--- src/rtl/glb_bus_pkg.sv ---
// Shared GLB-to-PE bus definitions, used by the receiver, the GLB transmitter and the PE models.
package glb_bus_pkg;

  typedef enum logic [1:0] {BT_IFMAP, BT_FLTR, BT_PSUM, BT_RSVD} bus_type_e;

  function automatic int id_width(input int num_col);
    return $clog2(num_col);
  endfunction

endpackage

--- src/rtl/glb_pe_bus_receiver_if.sv ---
// GLB-to-PE shared bus: the transmitter drives the word, each PE receiver answers with READY.
interface glb_pe_bus_receiver_if
  import glb_bus_pkg::*;
#(
  parameter int DATA_WIDTH = 16,
  parameter int NUM_COL    = 4
);
  localparam int IDW = id_width(NUM_COL);

  logic                    bus_valid;
  logic [IDW-1:0]          bus_tag;
  logic [1:0]              bus_type;
  logic [2*DATA_WIDTH-1:0] bus_data;
  logic                    bus_ready;

  modport master (output bus_valid, bus_tag, bus_type, bus_data, input bus_ready);
  modport slave  (input bus_valid, bus_tag, bus_type, bus_data, output bus_ready);
endinterface

--- src/rtl/glb_sync_fifo.sv ---
// First-word-fall-through sync FIFO; full/empty come from the registered count only.
module glb_sync_fifo #(
  parameter int WIDTH = 16,
  parameter int DEPTH = 4
) (
  input  logic             clk,
  input  logic             rst,
  input  logic             push,
  input  logic [WIDTH-1:0] push_data,
  output logic             full,
  input  logic             pop,
  output logic [WIDTH-1:0] pop_data,
  output logic             empty
);
  localparam int AW = $clog2(DEPTH);

  logic [DEPTH-1:0][WIDTH-1:0] r_mem;
  logic [AW-1:0]               r_wr, r_rd;
  logic [AW:0]                 r_cnt;
  logic                        w_push, w_pop;

  assign full     = (r_cnt == (AW+1)'(DEPTH));
  assign empty    = (r_cnt == '0);
  assign w_push   = push && !full;
  assign w_pop    = pop && !empty;
  assign pop_data = r_mem[r_rd];

  // storage is cleared on reset so pop_data is never X while empty
  always_ff @(posedge clk) begin
    if (rst) begin
      r_mem <= '0;
      r_wr  <= '0;
      r_rd  <= '0;
      r_cnt <= '0;
    end else begin
      if (w_push) begin
        r_mem[r_wr] <= push_data;
        r_wr        <= r_wr + AW'(1);
      end
      if (w_pop) r_rd <= r_rd + AW'(1);
      case ({w_push, w_pop})
        2'b10:   r_cnt <= r_cnt + (AW+1)'(1);
        2'b01:   r_cnt <= r_cnt - (AW+1)'(1);
        default: r_cnt <= r_cnt;
      endcase
    end
  end
endmodule

--- src/rtl/glb_pe_bus_receiver.sv ---
// Per-PE bus receiver: claims words tagged with this column ID and routes them by type into three FIFOs.
module glb_pe_bus_receiver
  import glb_bus_pkg::*;
#(
  parameter int DATA_WIDTH = 16,
  parameter int NUM_COL    = 4,
  parameter int FIFO_DEPTH = 4,
  parameter int CNT_WIDTH  = 16,
  localparam int IDW       = id_width(NUM_COL)
) (
  input  logic                    clk,
  input  logic                    rst,
  input  logic                    cfg_id_we,
  input  logic [IDW-1:0]          cfg_id,
  glb_pe_bus_receiver_if.slave    bus,
  output logic                    ifmap_valid,
  input  logic                    ifmap_ready,
  output logic [DATA_WIDTH-1:0]   ifmap_data,
  output logic                    fltr_valid,
  input  logic                    fltr_ready,
  output logic [DATA_WIDTH-1:0]   fltr_data,
  output logic                    psum_valid,
  input  logic                    psum_ready,
  output logic [2*DATA_WIDTH-1:0] psum_data,
  output logic [IDW-1:0]          id_q,
  output logic [CNT_WIDTH-1:0]    acc_cnt,
  output logic                    err_type
);
  logic [IDW-1:0]       r_id;
  logic [CNT_WIDTH-1:0] r_cnt;
  logic                 r_err;
  bus_type_e            w_type;
  logic                 w_match, w_hit, w_ready, w_accept, w_sel_full;
  logic                 w_if_full, w_fl_full, w_ps_full;
  logic                 w_if_empty, w_fl_empty, w_ps_empty;

  assign w_type  = bus_type_e'(bus.bus_type);
  assign w_match = (bus.bus_tag == r_id);
  assign w_hit   = bus.bus_valid && w_match;

  always_comb begin
    w_sel_full = 1'b0;
    case (w_type)
      BT_IFMAP: w_sel_full = w_if_full;
      BT_FLTR:  w_sel_full = w_fl_full;
      BT_PSUM:  w_sel_full = w_ps_full;
      default:  w_sel_full = 1'b0;
    endcase
  end

  // READY ignores bus_valid: foreign tags and reserved types always pass
  assign w_ready       = !w_match || (w_type == BT_RSVD) || !w_sel_full;
  assign bus.bus_ready = w_ready;
  assign w_accept      = w_hit && w_ready && (w_type != BT_RSVD);

  always_ff @(posedge clk) begin
    if (rst) begin
      r_id  <= '0;
      r_cnt <= '0;
      r_err <= 1'b0;
    end else begin
      if (cfg_id_we) r_id <= cfg_id;
      if (w_accept)  r_cnt <= r_cnt + CNT_WIDTH'(1);
      if (w_hit && (w_type == BT_RSVD)) r_err <= 1'b1;
    end
  end

  glb_sync_fifo #(.WIDTH(DATA_WIDTH), .DEPTH(FIFO_DEPTH)) u_ifmap (
    .clk(clk), .rst(rst),
    .push(w_accept && (w_type == BT_IFMAP)), .push_data(bus.bus_data[DATA_WIDTH-1:0]), .full(w_if_full),
    .pop(ifmap_ready), .pop_data(ifmap_data), .empty(w_if_empty)
  );

  glb_sync_fifo #(.WIDTH(DATA_WIDTH), .DEPTH(FIFO_DEPTH)) u_fltr (
    .clk(clk), .rst(rst),
    .push(w_accept && (w_type == BT_FLTR)), .push_data(bus.bus_data[DATA_WIDTH-1:0]), .full(w_fl_full),
    .pop(fltr_ready), .pop_data(fltr_data), .empty(w_fl_empty)
  );

  glb_sync_fifo #(.WIDTH(2*DATA_WIDTH), .DEPTH(FIFO_DEPTH)) u_psum (
    .clk(clk), .rst(rst),
    .push(w_accept && (w_type == BT_PSUM)), .push_data(bus.bus_data), .full(w_ps_full),
    .pop(psum_ready), .pop_data(psum_data), .empty(w_ps_empty)
  );

  assign ifmap_valid = !w_if_empty;
  assign fltr_valid  = !w_fl_empty;
  assign psum_valid  = !w_ps_empty;
  assign id_q        = r_id;
  assign acc_cnt     = r_cnt;
  assign err_type    = r_err;
endmodule

--- src/flat_wrapper.sv ---
// flat-port wrapper written by rule: the top's interface ports become plain ports
module glb_pe_bus_receiver_flat import glb_bus_pkg::*;
#(
  parameter int DATA_WIDTH = 16,
  parameter int NUM_COL    = 4,
  parameter int FIFO_DEPTH = 4,
  parameter int CNT_WIDTH  = 16,
  localparam int IDW       = id_width(NUM_COL)
)
  (clk, rst, cfg_id_we, cfg_id, ifmap_valid, ifmap_ready, ifmap_data, fltr_valid, fltr_ready, fltr_data, psum_valid, psum_ready, psum_data, id_q, acc_cnt, err_type, bus_bus_valid, bus_bus_tag, bus_bus_type, bus_bus_data, bus_bus_ready);
  glb_pe_bus_receiver_if #(.DATA_WIDTH(DATA_WIDTH), .NUM_COL(NUM_COL)) bus_i ();
  input  logic clk;
  input  logic rst;
  input  logic cfg_id_we;
  input  logic [IDW-1:0] cfg_id;
  output logic ifmap_valid;
  input  logic ifmap_ready;
  output logic [DATA_WIDTH-1:0] ifmap_data;
  output logic fltr_valid;
  input  logic fltr_ready;
  output logic [DATA_WIDTH-1:0] fltr_data;
  output logic psum_valid;
  input  logic psum_ready;
  output logic [2*DATA_WIDTH-1:0] psum_data;
  output logic [IDW-1:0] id_q;
  output logic [CNT_WIDTH-1:0] acc_cnt;
  output logic err_type;
  input wire logic [$bits(bus_i.bus_valid)-1:0] bus_bus_valid;
  input wire logic [$bits(bus_i.bus_tag)-1:0] bus_bus_tag;
  input wire logic [$bits(bus_i.bus_type)-1:0] bus_bus_type;
  input wire logic [$bits(bus_i.bus_data)-1:0] bus_bus_data;
  output wire logic [$bits(bus_i.bus_ready)-1:0] bus_bus_ready;
  assign bus_i.bus_valid = bus_bus_valid;
  assign bus_i.bus_tag = bus_bus_tag;
  assign bus_i.bus_type = bus_bus_type;
  assign bus_i.bus_data = bus_bus_data;
  assign bus_bus_ready = bus_i.bus_ready;
  glb_pe_bus_receiver #(.DATA_WIDTH(DATA_WIDTH), .NUM_COL(NUM_COL), .FIFO_DEPTH(FIFO_DEPTH), .CNT_WIDTH(CNT_WIDTH)) u_core (.clk(clk), .rst(rst), .cfg_id_we(cfg_id_we), .cfg_id(cfg_id), .bus(bus_i), .ifmap_valid(ifmap_valid), .ifmap_ready(ifmap_ready), .ifmap_data(ifmap_data), .fltr_valid(fltr_valid), .fltr_ready(fltr_ready), .fltr_data(fltr_data), .psum_valid(psum_valid), .psum_ready(psum_ready), .psum_data(psum_data), .id_q(id_q), .acc_cnt(acc_cnt), .err_type(err_type));
endmodule
--- config.mk ---
export PLATFORM = sky130hd
export DESIGN_NAME = glb_pe_bus_receiver_flat
export DESIGN_NICKNAME = d
export VERILOG_FILES = /design/src/rtl/glb_bus_pkg.sv /design/src/rtl/glb_pe_bus_receiver_if.sv /design/src/rtl/glb_sync_fifo.sv /design/src/rtl/glb_pe_bus_receiver.sv /design/src/flat_wrapper.sv
export SDC_FILE = /design/constraint.sdc
export NUM_CORES = 1
export LEC_CHECK = 0
export CORE_AREA = 4 4 230 232
export DETAILED_ROUTE_END_ITERATION = 10
export DIE_AREA = 0 0 234 236
export PLACE_DENSITY_LB_ADDON = 0.3
export SKIP_LAST_GASP = 1
export SLEW_MARGIN = 20
export SYNTH_ARGS = -nofsm -noshare
export SYNTH_HDL_FRONTEND = slang
export SYNTH_SLANG_ARGS = --single-unit
--- constraint.sdc ---
create_clock -name clk -period 3.65 [get_ports clk]
set_input_delay 1.095 -clock clk [delete_from_list [all_inputs] [get_ports clk]]
set_output_delay 1.095 -clock clk [all_outputs]
set_load 0.05 [all_outputs]
Word-level counts from Yosys, hierarchy flattened:

Cells that the tools add are included.
W data, S select, Z words.

* add/subtract/negate cells: 13
* multiply operators: 0
* div/mod/pow operators: 0
* magnitude comparators: 9
* equality and inequality tests: 14
* shift operators: 0
* muxes and demuxes: 19
* bitwise gates (word level): 0
* reductions and logical operators: 33

Operators by type and width (number)
* $bwmux W128: 1
* $bwmux W64: 2
* $bmux W16 S2: 2
* $bmux W32 S2: 1
* $demux W16 S2: 2
* $demux W32 S2: 1
* $mux W16: 4
* $mux W32: 2
* $lt A2 B3 Y1 const B: 6
* $pmux W3 S2: 3
* $add A16 B1 Y16 const B: 1
* $logic_and A1 B1 Y1: 16
* $add A2 B1 Y2 const B: 6
* $eq A2 B2 Y1 const B: 5
* $add A3 B1 Y3 const B: 3
* $eq A3 B3 Y1 const B: 3
* $logic_not A3 Y1: 3
* $sub A3 B1 Y3 const B: 3
* $eq A2 B1 Y1 const B: 4
* $logic_not A1 Y1: 8
* $ge A2 B1 Y1 const B: 3
* $reduce_bool A2 Y1: 3
* $pmux W1 S3: 1
* $eq A2 B2 Y1: 1
* 3 further kinds: 4

* flip-flop bits (word level): 296
* latch bits: 0
* memory bits (writable): 0
* memory bits (read-only): 0
* bits of input ports: 45
* output and inout port bits: 87
* word-level logic and storage cells: 112
* memories: 0

Logic depth before layout (Yosys ltp):

Gate-level depths: netlist (run 1).

* depth after elaboration: 10
* mapped depth: 12
* depth with buffers taken out: 9

Hierarchy:

Synthesis (run 1) repeated with hierarchy kept, for this count alone.

* cells, all modules: 1251
* area total of the unflattened synthesis: 14005.9 sq um

Modules (own cells, without submodules)
* glb_sync_fifo at u_core.u_fltr ...: times used 2, cells each 296, area an instance 3343.2 sq um, seq. area each 1421.4 sq um
* glb_sync_fifo at u_core.u_psum: times used 1, cells each 540, area an instance 6219.7 sq um, seq. area each 2702.6 sq um
* glb_pe_bus_receiver: times used 1, cells each 119, area an instance 1099.8 sq um, seq. area each 380.4 sq um

Least setup slack after synthesis (run 1):

OpenSTA, ideal clock, no wires.

* kind: input to register
* from: input bus_bus_tag[1]
* to: register u_core.u_ifmap.r_cnt[2]
* library setup time: 0.070 ns
* data arrival time: 3.173 ns
* data required time: 3.580 ns
* slack: 0.406 ns
* cell stages on the path: 12
* buffers on the path: 3
* cells stage by stage: xor2_1 -> nor3b_4 -> buf_6 -> buf_4 -> buf_4 -> nand2_1 -> ha_1 -> inv_1 -> fa_1 -> xor2_1 -> or3_1 -> a21oi_1

* word-level cells in the longest chain between the ends: 10
* elaborated cells on any way between the ends: 13
* those cells by class: eq/ne (3); mux (1); reduce/logical (9)

Ends and longest elaborated chain
* start: declaration: RTL line flat_wrapper.sv:29 `input wire logic [$bits(bus_i.bus_tag)-1:0] bus_bus_tag;`
* $eq A2 B2 Y1 (*): RTL line glb_pe_bus_receiver.sv:38 `assign w_match = (bus.bus_tag == r_id);`
* $logic_not A1 Y1: RTL line glb_pe_bus_receiver.sv:52 `assign w_ready = !w_match || (w_type == BT_RSVD) || !w_sel_full;`
* $logic_or A1 B1 Y1 (2 in a row): RTL line glb_pe_bus_receiver.sv:52
* $logic_and A1 B1 Y1 (*) (2 in a row): RTL line glb_pe_bus_receiver.sv:54 `assign w_accept = w_hit && w_ready && (w_type != BT_RSVD);`
* $logic_and A1 B1 Y1 (*): RTL line glb_pe_bus_receiver.sv:70 `.push(w_accept && (w_type == BT_IFMAP)), .push_data(bus.bus_data[DATA_WIDTH-1:0]), .full(w_if_full),`
* $logic_and A1 B1 Y1 (*): RTL line glb_sync_fifo.sv:24 `assign w_push = push && !full;`
* $eq A2 B1 Y1 / $eq A2 B2 Y1 (equally long branches): RTL line glb_sync_fifo.sv:41 `case ({w_push, w_pop})`
* $pmux W3 S2 / $reduce_bool A2 Y1 (equally long branches)
* end signal: assignment: RTL line glb_sync_fifo.sv:42 `2'b10: r_cnt <= r_cnt + (AW+1)'(1);`
* end signal: assignment: RTL line glb_sync_fifo.sv:43 `2'b01: r_cnt <= r_cnt - (AW+1)'(1);`
* end signal: assignment: RTL line glb_sync_fifo.sv:44 `default: r_cnt <= r_cnt;`
* end: declaration: RTL line glb_sync_fifo.sv:19 `logic [AW:0] r_cnt;`

Mark *: on every way between the ends. The rest lies on a longest branch, timed or not.
A chain may end at the register's enable or synchronous reset.

Worst setup path after layout (run 1):

* from: input bus_bus_type[1]
* to: output bus_bus_ready

* word-level cells in the longest chain between the ends: 4
* elaborated cells on any way between the ends: 8
* those cells by class: eq/ne (3); mux (1); reduce/logical (4)

Ends and longest elaborated chain
* start: declaration: RTL line flat_wrapper.sv:30 `input wire logic [$bits(bus_i.bus_type)-1:0] bus_bus_type;`
* $eq A2 B2 Y1, or another cell as far along: RTL line glb_pe_bus_receiver.sv:43 `case (w_type)`
* $pmux W1 S3: RTL line glb_pe_bus_receiver.sv:43
* $logic_not A1 Y1: RTL line glb_pe_bus_receiver.sv:52
* $logic_or A1 B1 Y1 (*): RTL line glb_pe_bus_receiver.sv:52
* end: declaration: RTL line flat_wrapper.sv:32 `output wire logic [$bits(bus_i.bus_ready)-1:0] bus_bus_ready;`

Marked as above.

==> metrics.txt, run 1 <==
# TYPE chip_impl_metric gauge
chip_impl_metric{name="post_synth_inst_count",unit=""} 1387
chip_impl_metric{name="fp.dieW",unit="microns"} 234
chip_impl_metric{name="post_cts_hold_buffer_count",unit=""} 0
chip_impl_metric{name="intPower",unit="uW"} 5690
chip_impl_info{name="synth.most_common_cell",value="sky130_fd_sc_hd__nand2_1"} 1
chip_impl_info{name="synth-main-ff-cell",value="sky130_fd_sc_hd__dfxtp_1"} 1
chip_impl_metric{name="combinationalPowerShare",unit=""} 0.060
chip_impl_metric{name="synthDominantCellAreaShare",unit=""} 0.469
chip_impl_metric{name="synth_seq_cells",unit=""} 296
chip_impl_info{name="cts.root.buffer_cell",value="sky130_fd_sc_hd__clkbuf_16"} 1
chip_impl_metric{name="finClkSkew",unit="ns"} 0.0219
chip_impl_metric{name="ys_warn_count",unit=""} 0
chip_impl_metric{name="via_count",unit=""} 9898
chip_impl_metric{name="layout_worst_path_cycle_share",unit=""} 0.971
chip_impl_metric{name="first_global_vias",unit=""} 9855
chip_impl_metric{name="number_of_placement_rows",unit=""} 83
chip_impl_metric{name="nets",unit=""} 1556
chip_impl_metric{name="remaining_drc_errors",unit=""} 0
chip_impl_metric{name="io-pin-count",unit=""} 132
chip_impl_metric{name="cts-buffers-inserted",unit=""} 36
chip_impl_metric{name="worstSkewPairLatency",unit="ns"} 0.56
chip_impl_metric{name="routed_wl",unit="mm"} 35.8
chip_impl_metric{name="irDropWorstVdd",unit="uV"} 250
chip_impl_metric{name="met1_usage_grt",unit=""} 0.163
chip_impl_info{name="rsz_0062_raised_after_global_routing",value="no"} 1
chip_impl_metric{name="globalRoute.totalOverflow",unit=""} 0
chip_impl_metric{name="port_buffers",unit=""} 131
chip_impl_metric{name="drt-vias-per-instance",unit=""} 4.50
chip_impl_metric{name="p_leak",unit="uW"} 0.00616
chip_impl_metric{name="syn-cell-area",unit="sq um"} 12600
chip_impl_info{name="worst_setup_path_start_kind",value="primary input"} 1
chip_impl_info{name="post_synth_main_area_contributors",value="sky130_fd_sc_hd__dfxtp_1, sky130_fd_sc_hd__nand2_1, sky130_fd_sc_hd__mux4_2, sky130_fd_sc_hd__a21oi_1, sky130_fd_sc_hd__mux2i_1"} 1
chip_impl_metric{name="clk_pin_slew_worst_paths",unit="ns"} 0.06
chip_impl_metric{name="layout_min_cycle_time",unit="ns"} 3.55
chip_impl_metric{name="slew_violations",unit=""} 0
chip_impl_info{name="worstSetupPathType",value="in -> out"} 1
chip_impl_metric{name="cts_num_sinks",unit=""} 296
chip_impl_metric{name="clkPwrFrac",unit=""} 0.501
chip_impl_metric{name="grt_util_all_layers",unit=""} 0.128
chip_impl_info{name="hp-class",value="reg -> reg"} 1
chip_impl_metric{name="chipHeight",unit="microns"} 236
chip_impl_info{name="run_status",value="finished clean"} 1
chip_impl_metric{name="ant_nets",unit=""} 0
chip_impl_info{name="gr-max-usage-layer",value="met2"} 1
chip_impl_metric{name="area.growth.synth_to_final",unit="%"} 26.0
chip_impl_metric{name="sequentialPowerShare",unit=""} 0.439
chip_impl_info{name="synth_common_cells",value="sky130_fd_sc_hd__nand2_1, sky130_fd_sc_hd__dfxtp_1, sky130_fd_sc_hd__a21oi_1"} 1
chip_impl_metric{name="placedInstanceArea",unit="sq um"} 14600
chip_impl_metric{name="cts_max_level",unit=""} 2
chip_impl_metric{name="setup_viol",unit=""} 0
chip_impl_metric{name="synth_edf_count",unit=""} 0
chip_impl_metric{name="cts.path.max_buffers",unit=""} 3
chip_impl_metric{name="synthesis.area_per_instance",unit="sq um"} 9.11
chip_impl_info{name="worst_setup_path_end_kind",value="output port"} 1
chip_impl_metric{name="insertedDiodeCount",unit=""} 0
chip_impl_metric{name="final_design_area_no_fill",unit="sq um"} 15900
chip_impl_metric{name="switching_power",unit="uW"} 1760
chip_impl_metric{name="power-per-cell-area",unit="nW/um^2"} 468
chip_impl_metric{name="switching_share_of_power",unit=""} 0.236
chip_impl_metric{name="r2r_setup_slack",unit="ns"} 1.11
chip_impl_metric{name="final_hold_violating_endpoints",unit=""} 0
chip_impl_metric{name="critPathMaxFanout",unit=""} 4
chip_impl_metric{name="detailed_place_hpwl",unit="mm"} 23.1
chip_impl_metric{name="drt_iter0_drc",unit=""} 537
chip_impl_metric{name="total_power",unit="uW"} 7450
chip_impl_metric{name="synthDistinctLibCells",unit=""} 42
chip_impl_metric{name="grt_max_degree",unit=""} 93
chip_impl_metric{name="detailedRoute.firstPassIterationCount",unit=""} 5
chip_impl_metric{name="gr_util_met3",unit=""} 0.0298
chip_impl_metric{name="required",unit="ns"} 2.55
chip_impl_metric{name="wl_per_cell",unit="microns"} 16.3
chip_impl_metric{name="multiInputGateArea",unit="sq um"} 6090
chip_impl_metric{name="wire_length_of_the_first_global_routing_pass",unit="mm"} 56.2
chip_impl_metric{name="design.core.area",unit="sq um"} 51000
chip_impl_info{name="netlist.top_cell.by_area",value="sky130_fd_sc_hd__dfxtp_1"} 1
chip_impl_metric{name="synth.yosys.seq_area_share",unit=""} 0.469
chip_impl_metric{name="globalplace.congestion",unit=""} 0.724
chip_impl_metric{name="floorplan.initialDensity",unit=""} 0.248
chip_impl_info{name="cts_tree",value="yes"} 1
chip_impl_metric{name="drive_gt1_frac",unit=""} 0.142
chip_impl_metric{name="max_clock_freq",unit="MHz"} 282
chip_impl_metric{name="fillCellCount",unit=""} 5309
chip_impl_metric{name="ff_latch_area",unit="sq um"} 5930
chip_impl_metric{name="max_slew_margin",unit=""} 0.536
chip_impl_metric{name="worst_slew_pin_slew",unit="ns"} 0.695
chip_impl_metric{name="die_area",unit="sq um"} 55200
chip_impl_metric{name="antenna_violations_before_repair",unit=""} 0
chip_impl_metric{name="ys_async_sr_fraction",unit=""} 0
chip_impl_metric{name="max_cap_violations",unit=""} 0
chip_impl_metric{name="post_cts_buffers",unit=""} 0
chip_impl_metric{name="worst_ep_arrival_time",unit="ns"} 2.45
chip_impl_metric{name="postSynthNetCount",unit=""} 1451
chip_impl_metric{name="met2_usage",unit=""} 0.214
chip_impl_metric{name="fin_tns_setup",unit="ns"} 0
## final timing paths
| path | cells after the start | start | to |
|---|---|---|---|
| worst max-delay path | 5 | bus_bus_type[1] | bus_bus_ready |
| worst min-delay path | 2 | u_core.u_psum.r_mem[102]$_SDFFE_PP0P_ | u_core.u_psum.r_mem[102]$_SDFFE_PP0P_ |
| worst max register to register | 9 | u_core.u_ifmap.r_cnt[2]$_SDFFE_PP0P_ | u_core.u_ifmap.r_cnt[2]$_SDFFE_PP0P_ |
| worst min register to register | 2 | u_core.u_psum.r_mem[102]$_SDFFE_PP0P_ | u_core.u_psum.r_mem[102]$_SDFFE_PP0P_ |
## state kept, by name (all words and copies together), names as in the netlist
register / cells
u_core.u_ifmap.r_mem: 64
u_core.u_psum.r_wr: 2
u_core.err_type: 1
u_core.acc_cnt: 16
u_core.u_psum.r_rd: 2
u_core.u_ifmap.r_rd: 2
u_core.u_ifmap.r_cnt: 3
u_core.u_fltr.r_rd: 2
u_core.u_fltr.r_cnt: 3
u_core.u_ifmap.r_wr: 2
u_core.u_fltr.r_mem: 64
u_core.u_fltr.r_wr: 2
u_core.id_q: 2
u_core.u_psum.r_mem: 128
u_core.u_psum.r_cnt: 3
## power groups by stage
stage	Clock, uW	Sequential, uW	Combinational [uW]
floorplan	0	3340	274
global placement	0	3340	451
detailed placement	0	3340	457
CTS	3880	3270	457
global route	4010	3270	487
finish	3730	3270	449
## area by class of cell
| type | instances | share of cell area |
|---|---|---|
| Clock buffer | 50 | 0.0668 |
| Clock inverter | 14 | 0.0132 |
| Inverter | 17 | 0.00401 |
| Multi-Input combinational cell | 959 | 0.382 |
| Sequential cell | 296 | 0.372 |
| Tap cell | 680 | 0.0534 |
| Timing Repair Buffer | 182 | 0.108 |
## worst max-delay path, stage by stage
cell and delay (ns):
sky130_fd_sc_hd__clkdlybuf4s50_1 0.48, sky130_fd_sc_hd__nor2b_1 0.25, sky130_fd_sc_hd__a22oi_4 0.11, sky130_fd_sc_hd__a211o_1 0.32, sky130_fd_sc_hd__buf_4 0.19
## layer usage
metal,vias to the layer above,wire length [microns]
li1,4869,-
met1,4759,15600
met2,222,17300
met3,48,2000
met4,0,901
met5,-,0
## repair_timing
action	CTS	global route
resized for setup	7	20
endpoints found under the setup margin	7	20
hold endpoints to repair	0	0
## cell families after synthesis
group,after synthesis,share of synthesized area
adders and majority gates,19,0.0206
xor gates and xnor gates,22,0.0152
and+or+nand+nor,560,0.186
AOI/OAI and AO/OA,226,0.0925
DFF,296,0.469
muxes,132,0.168
buffers and inverters,132,0.0491
## placed cells by master, fill, tap and decap left out, types with 5 or more instances in the layout
cell type / synthesis / routed
sky130_fd_sc_hd__nand2_1: 399 / 399
sky130_fd_sc_hd__dfxtp_1: 296 / 294
sky130_fd_sc_hd__a21oi_1: 210 / 210
sky130_fd_sc_hd__nor2_1: 95 / 95
sky130_fd_sc_hd__clkdlybuf4s50_1: 0 / 79
sky130_fd_sc_hd__buf_4: 7 / 72
sky130_fd_sc_hd__mux2i_1: 67 / 67
sky130_fd_sc_hd__mux4_2: 64 / 64
sky130_fd_sc_hd__clkbuf_16: 0 / 36
sky130_fd_sc_hd__dlymetal6s2s_1: 0 / 20
sky130_fd_sc_hd__inv_1: 17 / 17
sky130_fd_sc_hd__xor2_1: 16 / 16
sky130_fd_sc_hd__ha_1: 16 / 16
sky130_fd_sc_hd__nand3_1: 14 / 14
sky130_fd_sc_hd__clkbuf_8: 0 / 12
sky130_fd_sc_hd__or3_1: 10 / 10
sky130_fd_sc_hd__and3_1: 10 / 10
sky130_fd_sc_hd__o21ai_0: 7 / 7
sky130_fd_sc_hd__clkinv_2: 0 / 7
sky130_fd_sc_hd__dlygate4sd2_1: 0 / 7
sky130_fd_sc_hd__xnor2_1: 6 / 6
sky130_fd_sc_hd__nand4_1: 5 / 5
sky130_fd_sc_hd__o31ai_1: 5 / 5
sky130_fd_sc_hd__or4_1: 5 / 5
## metrics by stage
stage,hold slack (ns),cells,utilization,setup WS [ns]
after CTS,0.454,2198,0.311,0.000801
after detailed placement,0.445,2134,0.286,0.102
after global placement,0.438,2134,0.286,0.105
after global routing,0.468,2198,0.312,0.00449
after floorplan,0.433,1387,-,0.406
final,0.451,2198,0.312,0.105
No activity file was read; power rests on OpenSTA's default activity.
==> run 2, diff against run 1 <==
- CAP_MARGIN: not set -> 20
- clock period: 3.65 -> 3.75 ns (I/O delays scaled with it)
==> metrics.txt, run 2 (synthesized netlist as in run 1, its figures left out) <==
# TYPE chip_impl_metric gauge
chip_impl_metric{name="wire_length_of_the_first_global_routing_pass",unit="mm"} 55.4
chip_impl_metric{name="fp.dieW",unit="microns"} 234
chip_impl_info{name="run_status",value="finished clean"} 1
chip_impl_metric{name="first_global_vias",unit=""} 9710
chip_impl_metric{name="ff2ff_path_depth",unit=""} 9
chip_impl_metric{name="post-route-worst-setup-slack",unit="ns"} 0.107
chip_impl_metric{name="p_leak",unit="uW"} 0.00577
chip_impl_metric{name="hold_depth",unit=""} 2
chip_impl_info{name="worst_setup_path_end_kind",value="output port"} 1
chip_impl_metric{name="placed_cells",unit=""} 2128
chip_impl_metric{name="final_hold_violating_endpoints",unit=""} 0
chip_impl_metric{name="post_cts_hold_buffer_count",unit=""} 0
chip_impl_metric{name="setup_viol",unit=""} 0
chip_impl_metric{name="grt_max_degree",unit=""} 74
chip_impl_info{name="worst_setup_path_start_kind",value="flop"} 1
chip_impl_info{name="layout_commonest_cell",value="sky130_fd_sc_hd__nand2_1"} 1
chip_impl_metric{name="cts.path.max_buffers",unit=""} 3
chip_impl_metric{name="cts-buffers-inserted",unit=""} 35
chip_impl_metric{name="fin_tns_setup",unit="ns"} 0
chip_impl_metric{name="insertedDiodeCount",unit=""} 0
chip_impl_metric{name="slew_violations",unit=""} 0
chip_impl_metric{name="combinationalPowerShare",unit=""} 0.062
chip_impl_info{name="worstSetupPathType",value="reg -> out"} 1
chip_impl_metric{name="grt_util_all_layers",unit=""} 0.127
chip_impl_metric{name="max_cap_violations",unit=""} 0
chip_impl_metric{name="cts_resized",unit=""} 0
chip_impl_metric{name="worst_ep_arrival_time",unit="ns"} 2.52
chip_impl_metric{name="remaining_drc_errors",unit=""} 0
chip_impl_metric{name="drt_iter0_drc",unit=""} 647
chip_impl_metric{name="layout_min_cycle_time",unit="ns"} 3.64
chip_impl_metric{name="fillCellCount",unit=""} 5278
chip_impl_metric{name="ant_nets",unit=""} 0
chip_impl_metric{name="r2r_setup_slack",unit="ns"} 1.19
chip_impl_metric{name="sequentialPowerShare",unit=""} 0.454
chip_impl_metric{name="chipHeight",unit="microns"} 236
chip_impl_metric{name="number_of_placement_rows",unit=""} 83
chip_impl_metric{name="design.core.area",unit="sq um"} 51000
chip_impl_info{name="rsz_0062_raised_after_global_routing",value="no"} 1
chip_impl_info{name="slowest_stage_cell_cp",value="sky130_fd_sc_hd__clkdlybuf4s50_1"} 1
chip_impl_metric{name="port_buffers",unit=""} 131
chip_impl_metric{name="detailed_place_hpwl",unit="mm"} 22.9
chip_impl_metric{name="worst_slew_pin_slew",unit="ns"} 0.655
chip_impl_metric{name="power-per-cell-area",unit="nW/um^2"} 445
chip_impl_metric{name="routed_wl",unit="mm"} 35.8
chip_impl_info{name="hp-class",value="reg -> reg"} 1
chip_impl_metric{name="antenna_violations_before_repair",unit=""} 0
chip_impl_info{name="reg2reg_launch_point",value="u_core.u_fltr.r_cnt[2]$_SDFFE_PP0P_"} 1
chip_impl_info{name="registers.top_by_ff_count",value="u_core.u_psum.r_mem"} 1
chip_impl_metric{name="drive_gt1_frac",unit=""} 0.131
chip_impl_metric{name="cts_num_sinks",unit=""} 296
chip_impl_metric{name="required",unit="ns"} 2.62
chip_impl_metric{name="floorplan.initialDensity",unit=""} 0.248
chip_impl_info{name="mostFrequentLayoutCells",value="sky130_fd_sc_hd__nand2_1, sky130_fd_sc_hd__dfxtp_1, sky130_fd_sc_hd__a21oi_1"} 1
chip_impl_metric{name="cpPeakStageDelay",unit="ns"} 0.76
chip_impl_metric{name="via_count",unit=""} 9839
chip_impl_metric{name="max_clock_freq",unit="MHz"} 275
chip_impl_metric{name="globalplace.congestion",unit=""} 0.725
chip_impl_metric{name="largest_reg_flops",unit=""} 128
chip_impl_info{name="cts.root.buffer_cell",value="sky130_fd_sc_hd__clkbuf_16"} 1
chip_impl_info{name="crit_path_cell_trace",value="buf_4 > mux4_2 > clkdlybuf4s50_1"} 1
chip_impl_metric{name="clk_pin_slew_worst_paths",unit="ns"} 0.06
chip_impl_metric{name="drt-vias-per-instance",unit=""} 4.49
chip_impl_metric{name="wl_per_cell",unit="microns"} 16.4
chip_impl_metric{name="area.growth.synth_to_final",unit="%"} 24.7
chip_impl_metric{name="die_area",unit="sq um"} 55200
chip_impl_metric{name="layout_worst_path_cycle_share",unit=""} 0.971
chip_impl_metric{name="globalRoute.totalOverflow",unit=""} 0
chip_impl_metric{name="worstSkewPairLatency",unit="ns"} 0.55
chip_impl_info{name="largest_registers_in_the_final_layout",value="u_core.u_psum.r_mem: 128 flops, u_core.u_fltr.r_mem: 64 flops, u_core.u_ifmap.r_mem: 64 flops"} 1
chip_impl_metric{name="clkPwrFrac",unit=""} 0.484
chip_impl_info{name="cts_tree",value="yes"} 1
chip_impl_metric{name="intPower",unit="uW"} 5340
chip_impl_metric{name="detailedPlace.worstSlack",unit="ns"} 0.136
chip_impl_info{name="r2r-end",value="u_core.u_fltr.r_cnt[2]$_SDFFE_PP0P_"} 1
chip_impl_metric{name="critPathMaxFanout",unit=""} 16
chip_impl_info{name="hold-path-endpoint",value="u_core.u_ifmap.r_mem[43]$_SDFFE_PP0P_"} 1
chip_impl_metric{name="final_core_util",unit=""} 0.309
chip_impl_metric{name="detailedRoute.firstPassIterationCount",unit=""} 5
chip_impl_metric{name="irDropWorstVdd",unit="uV"} 314
chip_impl_metric{name="finClkSkew",unit="ns"} 0.0205
chip_impl_metric{name="io-pin-count",unit=""} 132
chip_impl_info{name="start_point_of_the_worst_min_delay_path",value="u_core.u_ifmap.r_mem[43]$_SDFFE_PP0P_"} 1
chip_impl_metric{name="post_cts_buffers",unit=""} 0
chip_impl_metric{name="fin_cells",unit=""} 2189
chip_impl_metric{name="nets",unit=""} 1549
chip_impl_metric{name="cts_max_level",unit=""} 2
chip_impl_metric{name="switching_power",unit="uW"} 1670
chip_impl_metric{name="max_slew_margin",unit=""} 0.563
chip_impl_metric{name="switching_share_of_power",unit=""} 0.238
==> run 2: cell types whose count changed in the layout (fill, tap and decap cells not counted) <==
cell                              before  now
sky130_fd_sc_hd__buf_4                72   60
sky130_fd_sc_hd__bufinv_16             3    1
sky130_fd_sc_hd__clkbuf_1              3    6
sky130_fd_sc_hd__clkbuf_16            36   35
sky130_fd_sc_hd__clkdlybuf4s50_1      79  106
sky130_fd_sc_hd__clkinv_16             2    1
sky130_fd_sc_hd__clkinv_2              7    5
sky130_fd_sc_hd__clkinv_4              1    0
sky130_fd_sc_hd__dlygate4sd2_1         7    0
sky130_fd_sc_hd__dlymetal6s2s_1       20    6
sky130_fd_sc_hd__inv_6                 0    1
==> run 2: stage by stage <==
stage          cell area (sq um)  hold slack (ns)  power, uW
2_1_floorplan              12600            0.433       3520
3_3_place_gp               14600            0.438       3680
3_5_place_dp               14600            0.446       3690
4_1_cts                    15700            0.454       7150
5_1_grt                    15800            0.469       7290
6_report                   15800            0.450       7010
==> run 2: how the worst max path moves through the flow <==
stage                                             from            end  slack, ns  cells after the start
floorplan                              bus_bus_type[0]  bus_bus_ready       0.45                      4
global placement                       bus_bus_type[1]  bus_bus_ready       0.14                      5
detailed placement                     bus_bus_type[1]  bus_bus_ready       0.14                      5
CTS                 u_core.u_psum.r_rd[0]$_SDFFE_PP0P_   psum_data[4]       0.01                      3
global route        u_core.u_psum.r_rd[0]$_SDFFE_PP0P_   psum_data[7]      0.001                      3
finish              u_core.u_psum.r_rd[0]$_SDFFE_PP0P_   psum_data[5]       0.11                      3
==> run 2: cell type report <==
cell class,instances,area [sq um],share of cell area
flip-flops and latches,296,5930,0.376
repair buffers,176,1660,0.105
multi-input cells,959,6090,0.387
well taps,680,851,0.0540
clock inverters,9,110,0.00699
clock buffers,52,1050,0.0666
inverters,17,63.8,0.00405
==> run 2: power by group through the flow <==
stage / Clock [uW] / Sequential (uW) / Combinational (uW)
after global routing: 3650 / 3180 / 467
final: 3400 / 3180 / 433
after detailed placement: 0 / 3250 / 440
after CTS: 3520 / 3180 / 441
after floorplan: 0 / 3250 / 267
after global placement: 0 / 3250 / 435
==> run 2: metal layers <==
metal,GRT usage,up-vias,share of wire
met5,0,-,0
met2,0.216,174,0.50
li1,-,4857,-
met1,0.161,4763,0.44
met4,0.0366,0,0.020
met3,0.0281,45,0.048
==> run 2: worst max-delay path: cells and delay by family (launching register included) <==
family / cells / cell delay [ns]
buffers and inverters: 2 / 1.09
flip-flops: 1 / 0.32
multiplexers: 1 / 0.56
==> run 3, diff against run 2 <==
- RECOVER_POWER: not set -> 25
==> metrics.txt, run 3 (synthesized netlist as in run 1, its figures left out) <==
# TYPE chip_impl_metric gauge
chip_impl_info{name="registers.top_by_ff_count",value="u_core.u_psum.r_mem"} 1
chip_impl_metric{name="detailed_place_hpwl",unit="mm"} 22.9
chip_impl_metric{name="drive_gt1_frac",unit=""} 0.124
chip_impl_metric{name="globalRoute.totalOverflow",unit=""} 0
chip_impl_metric{name="wl_per_cell",unit="microns"} 16.3
chip_impl_info{name="largest_registers_in_the_final_layout",value="u_core.u_psum.r_mem: 128 flops, u_core.u_fltr.r_mem: 64 flops, u_core.u_ifmap.r_mem: 64 flops"} 1
chip_impl_metric{name="slew_violations",unit=""} 72
chip_impl_metric{name="met2WireLength",unit="mm"} 17.7
chip_impl_metric{name="wire_length_of_the_first_global_routing_pass",unit="mm"} 55.4
chip_impl_info{name="run_status",value="finished with violations"} 1
chip_impl_metric{name="layout_worst_path_cycle_share",unit=""} 0.971
chip_impl_metric{name="port_buffers",unit=""} 131
chip_impl_metric{name="layout_min_cycle_time",unit="ns"} 3.64
chip_impl_metric{name="number_of_placement_rows",unit=""} 83
chip_impl_info{name="cts.root.buffer_cell",value="sky130_fd_sc_hd__clkbuf_16"} 1
chip_impl_metric{name="via_count",unit=""} 9810
chip_impl_metric{name="chipHeight",unit="microns"} 236
chip_impl_metric{name="detailedRoute.firstPassIterationCount",unit=""} 5
chip_impl_metric{name="globalplace.congestion",unit=""} 0.725
chip_impl_info{name="layout_commonest_cell",value="sky130_fd_sc_hd__nand2_1"} 1
chip_impl_info{name="worst_setup_path_start_kind",value="flop"} 1
chip_impl_metric{name="max_cap_violations",unit=""} 1
chip_impl_metric{name="grt_util_all_layers",unit=""} 0.127
chip_impl_metric{name="cts_num_sinks",unit=""} 296
chip_impl_info{name="worstSetupPathType",value="reg -> out"} 1
chip_impl_metric{name="ant_nets",unit=""} 0
chip_impl_metric{name="max_slew_margin",unit=""} -0.124
chip_impl_info{name="failing_checks",value="capacitance limit, slew limit"} 1
chip_impl_info{name="hp-class",value="reg -> reg"} 1
chip_impl_metric{name="r2r_setup_slack",unit="ns"} 1.17
chip_impl_info{name="mostFrequentLayoutCells",value="sky130_fd_sc_hd__nand2_1, sky130_fd_sc_hd__dfxtp_1, sky130_fd_sc_hd__a21oi_1"} 1
chip_impl_info{name="rsz_0062_raised_after_global_routing",value="no"} 1
chip_impl_info{name="dr.max_layer_used",value="met4"} 1
chip_impl_metric{name="cts_max_level",unit=""} 2
chip_impl_metric{name="met3RoutedLength",unit="mm"} 1.83
chip_impl_metric{name="hold_depth",unit=""} 2
chip_impl_metric{name="p_leak",unit="uW"} 0.00573
chip_impl_metric{name="grt_max_degree",unit=""} 74
chip_impl_metric{name="routed_wl",unit="mm"} 35.7
chip_impl_metric{name="drt_iter0_drc",unit=""} 683
chip_impl_metric{name="worst_ep_arrival_time",unit="ns"} 2.52
chip_impl_metric{name="insertedDiodeCount",unit=""} 0
chip_impl_metric{name="nets",unit=""} 1549
chip_impl_metric{name="floorplan.initialDensity",unit=""} 0.248
chip_impl_metric{name="finClkSkew",unit="ns"} 0.0197
chip_impl_metric{name="irDropWorstVdd",unit="uV"} 314
chip_impl_metric{name="io-pin-count",unit=""} 132
chip_impl_metric{name="clk_pin_slew_worst_paths",unit="ns"} 0.06
chip_impl_metric{name="critPathMaxFanout",unit=""} 16
chip_impl_info{name="cts_tree",value="yes"} 1
chip_impl_metric{name="fp.dieW",unit="microns"} 234
chip_impl_metric{name="worstSkewPairLatency",unit="ns"} 0.55
chip_impl_metric{name="worst_slew_pin_slew",unit="ns"} 1.69
chip_impl_metric{name="die_area",unit="sq um"} 55200
chip_impl_metric{name="final_hold_violating_endpoints",unit=""} 0
chip_impl_metric{name="cts-buffers-inserted",unit=""} 35
chip_impl_info{name="worst_setup_path_end_kind",value="output port"} 1
chip_impl_metric{name="required",unit="ns"} 2.62
chip_impl_metric{name="area.growth.synth_to_final",unit="%"} 23.9
chip_impl_metric{name="ff2ff_path_depth",unit=""} 9
chip_impl_metric{name="fin_tns_setup",unit="ns"} 0
chip_impl_metric{name="power-per-cell-area",unit="nW/um^2"} 447
chip_impl_metric{name="largest_reg_flops",unit=""} 128
chip_impl_metric{name="max_clock_freq",unit="MHz"} 275
chip_impl_metric{name="setup_viol",unit=""} 0
chip_impl_metric{name="first_global_vias",unit=""} 9710
chip_impl_metric{name="antenna_violations_before_repair",unit=""} 0
chip_impl_metric{name="post_cts_hold_buffer_count",unit=""} 0
chip_impl_metric{name="drt-met1-wl",unit="mm"} 15.4
chip_impl_metric{name="final.hold.worst_slack",unit="ns"} 0.450
chip_impl_metric{name="remaining_drc_errors",unit=""} 0
chip_impl_metric{name="drt-vias-per-instance",unit=""} 4.48
chip_impl_metric{name="design.core.area",unit="sq um"} 51000
chip_impl_metric{name="cts.path.max_buffers",unit=""} 3
==> run 3: worst paths after layout <==
| check | startpoint | end |
|---|---|---|
| max | u_core.u_psum.r_rd[0]$_SDFFE_PP0P_ | psum_data[5] |
| min | u_core.u_ifmap.r_mem[43]$_SDFFE_PP0P_ | u_core.u_ifmap.r_mem[43]$_SDFFE_PP0P_ |
| min reg2reg | u_core.u_ifmap.r_mem[43]$_SDFFE_PP0P_ | u_core.u_ifmap.r_mem[43]$_SDFFE_PP0P_ |
| max reg2reg | u_core.u_fltr.r_cnt[2]$_SDFFE_PP0P_ | u_core.u_fltr.r_cnt[2]$_SDFFE_PP0P_ |
==> run 3: routing by layer <==
metal,track usage,vias to the layer above
met5,0,-
met4,0.0366,0
met3,0.0281,45
met2,0.216,181
met1,0.161,4729
li1,-,4855
==> run 3: cell type report <==
class                   count  area (sq um)
flip-flops and latches    296          5930
clock buffers              52          1050
clock inverters             9           110
multi-input cells         959          6040
repair buffers            176          1610
fillers                  5285         35300
inverters                  17          63.8
well taps                 680           851
==> run 3: through the flow <==
step | cell area (sq um) | total power (uW) | instances | setup slack, ns | utilization
final | 15700 | 7000 | 2189 | 0.110 | 0.307
after global routing | 15700 | 7290 | 2189 | 0.000959 | 0.307
after CTS | 15700 | 7150 | 2189 | 0.0122 | 0.309
after detailed placement | 14600 | 3690 | 2128 | 0.136 | 0.286
after global placement | 14600 | 3680 | 2128 | 0.141 | 0.286
after floorplan | 12600 | 3520 | 1387 | 0.455 | -
==> run 3: timing repair <==
action                                  in CTS  in global routing
endpoints found under the setup margin       0                  6
setup buffers                                0                  0
gates resized for setup                      0                  6
==> run 3: power breakdown <==
group	internal (uW)	switching, uW
clock	2020	1380
sequential	3170	14.4
combinational	153	274
==> run 3: worst max-delay path, stage by stage (launching register included) <==
cell	delay, ns
sky130_fd_sc_hd__dfxtp_2	0.32
sky130_fd_sc_hd__buf_4	0.33
sky130_fd_sc_hd__mux4_2	0.56
sky130_fd_sc_hd__clkdlybuf4s50_1	0.76
==> RTL edit, RTL diff (config.mk and constraints of run 3) <==
`DATA_WIDTH` is set to 16 in 3 places; all go to 32.
--- a/src/rtl/glb_pe_bus_receiver_if.sv
+++ b/src/rtl/glb_pe_bus_receiver_if.sv
@@ -2,7 +2,7 @@
 interface glb_pe_bus_receiver_if
   import glb_bus_pkg::*;
 #(
-  parameter int DATA_WIDTH = 16,
+  parameter int DATA_WIDTH = 32,
   parameter int NUM_COL    = 4
 );
   localparam int IDW = id_width(NUM_COL);
--- a/src/rtl/glb_pe_bus_receiver.sv
+++ b/src/rtl/glb_pe_bus_receiver.sv
@@ -2,7 +2,7 @@
 module glb_pe_bus_receiver
   import glb_bus_pkg::*;
 #(
-  parameter int DATA_WIDTH = 16,
+  parameter int DATA_WIDTH = 32,
   parameter int NUM_COL    = 4,
   parameter int FIFO_DEPTH = 4,
   parameter int CNT_WIDTH  = 16,
--- a/src/flat_wrapper.sv
+++ b/src/flat_wrapper.sv
@@ -1,7 +1,7 @@
 // flat-port wrapper written by rule: the top's interface ports become plain ports
 module glb_pe_bus_receiver_flat import glb_bus_pkg::*;
 #(
-  parameter int DATA_WIDTH = 16,
+  parameter int DATA_WIDTH = 32,
   parameter int NUM_COL    = 4,
   parameter int FIFO_DEPTH = 4,
   parameter int CNT_WIDTH  = 16,
Ports: changed (resized bus_bus_data, fltr_data, ifmap_data and psum_data); port bits go from 132 to 228. The function was not compared with the original's and may differ.
==> RTL edit against run 3 <==
Final area grew 77%. Register-to-register slack better by 90 ps. Global-route usage increased by 10 points. Highest routed layer is now met5. Critical path depth is the same. Area after synthesis grew 81%. The run still ends with max-capacitance violations, max-slew violations left. Combinational power is 70% higher. Setup slack better by 30 ps. Fmax increased by 0.83%. Count of clock-buffer cells in the layout is 25 higher. Total power rose by 74%. Largest cell class is now flip-flops and latches. Final cell count increased by 60%. Sequential cell count rose by 256. Wire length rose by 84%. Synthesized cell count is 93% higher.
==> RTL edit: results (changes against run 3) <==
STA
  – Worst rel slew slack: -70.1% (-58 points)
  – WHS: 451 ps (+1.17 ps)
  – Final min period: 3610 ps (-29.8 ps)
  – Clk_skew: 19.1 ps (-0.685 ps)
  – Final Max Slew Viols: 106 (+47%)

Hold path
  – Min-Delay Endpoint: u_core.u_psum.r_mem[215]
  – Hold Crit Start: u_core.u_psum.r_mem[215]

Logic synthesis
  – Yosys warnings: 0 (unchanged)
  – Sequential cell area fraction in the yosys report: 48.4% (+1.5 points)
  – Synth Instances: 2673 (+93%)
  – Post-synth cell types: 39 (-7.1%)
  – Top post-synthesis cells by area: dfxtp_1 48%, nand2_1 17%, mux4_2 13%
  – Top cells by count, synth: 1037 x nand2_1, 552 x dfxtp_1, 535 x a21oi_1, 128 x mux4_2, 122 x clkbuf_1
  – Syn Nets: 2769 (+91%)

Final layout
  – Share of cells above drive strength 1: 13.0% (+0.61 points)
  – Nets: 2874 (+86%)
  – Top Registers: u_core.u_psum.r_mem: 256 flops, u_core.u_fltr.r_mem: 128 flops, u_core.u_ifmap.r_mem: 128 flops
  – FILL cells: 4426 (-16%)

Place
  – Post-DP HPWL: 40.7 mm (+78%)
  – I/O Buffers: 227 (+73%)
  – Final GP Congestion: 0.793 (+9.4%)
  – Place WS: 192 ps (+56.4 ps)
  – Inst Count DP: 3401 (+60%)

Setup path
  – CP Capture Point: psum_data[56]
  – Reg-to-reg startpoint: u_core.u_psum.r_cnt[2]
  – Reg-to-reg slack, setup: 1260 ps (+90 ps)
  – Critical path arrival: 2490 ps (-30 ps)
  – Critical Path Source: u_core.u_psum.r_rd[1]
  – RR Endpoint: u_core.u_psum.r_cnt[2]

Pwr
  – Design Power: 12.2 mW (+74%)
  – P_sw: 2.82 mW (+69%)
  – Clock network power share: 45.5% (-3.0 points)
  – P_leak: 9.44 nW (+65%)
  – Peak supply drop: 0.337 mV (+7.4%)
  – Reg power frac: 48.5% (+3.1 points)

Clocking
  – CTS Buf Count: 55 (+57%)
  – CTS Hold Bufs: 0 (unchanged)
  – Clk root buf: clkbuf_16
  – Worst-skew pair later-pin latency: 600 ps (+50 ps)
  – Resized cells post-CTS: 46 (+46)
  – Htree depth: 2 (unchanged)

Routing
  – Vias: 19300 (+97%)
  – Total routed wirelength: 65.7 mm (+84%)
  – Drt wl/cell: 18.7 µm (+15%)
  – Initial DRC count: 1447 (+110%)

GRT
  – Largest net degree at the start of global routing: 110 (+49%)
  – Antenna violations before repair: 5 (+5)
  – First-pass GRT wire length: 102 mm (+84%)
  – Number of global-route vias before repair: 18800 (+93%)
  – Total track usage: 22.9% (+10 points)

Status
  – Status: complete, but fails checks
  – Failing checks: max-capacitance violations, max-slew violations

Job
  – Max-Cap Viols: 1 (unchanged)
RTL edit: changes by cell type in the layout (fill, tap and decap cells not counted), moves of 59 or more:
cell / before / now
mux4_2: 64 / 128
a21oi_1: 210 / 535
buf_12: 2 / 61
nor2_1: 95 / 29
dfxtp_1: 294 / 548
mux2i_1: 67 / 4
nand2_1: 399 / 1037
RTL edit: worst max-delay path, cell delays in order (launching register included):
cell	delay, ps
dfxtp_4	420
buf_4	340
mux4_2	390
clkdlybuf4s50_1	730
RTL edit: kinds of logic (layout without fill, tap and decap cells):
| logic type | count (synthesis) | after routing | share of synthesized area, % |
|---|---|---|---|
| and+or+nand+nor | 1140 | 1140 | 19.7 |
| buffers and inverters | 257 | 407 | 4.87 |
| DFF | 552 | 552 | 48.4 |
| muxes | 132 | 132 | 12.8 |
| other | 0 | 2 | 0 |
| AOI/OAI and AO/OA | 554 | 554 | 12.3 |
| adders and majority gates | 19 | 19 | 1.14 |
| xor gates and xnor gates | 19 | 19 | 0.729 |
RTL edit: final cells by class:
type | count | area, µm² | area share (%)
sequential | 552 | 11100 | 39.8
multi-input combinational | 1864 | 10700 | 38.4
timing repair buffer | 286 | 3260 | 11.8
clock buffer | 77 | 1630 | 5.87
tap | 680 | 851 | 3.06
clock inverter | 25 | 221 | 0.797
inverter | 19 | 71.3 | 0.257
antenna | 2 | 5.00 | 0.0180
RTL edit: metrics by stage:
step	instance area, µm²	util [%]
2_1_floorplan	22800	-
3_3_place_gp	26000	50.9
3_5_place_dp	26000	50.9
4_1_cts	27800	54.5
5_1_grt	27800	54.5
6_report	27800	54.5
RTL edit: routing by layer:
layer	up-vias	share of wire, %	track usage, %
met1	9448	41	30.0
li1	9125	-	-
met4	6	1.8	5.73
met3	95	7.6	4.75
met5	-	0.052	0
met2	655	49	38.8
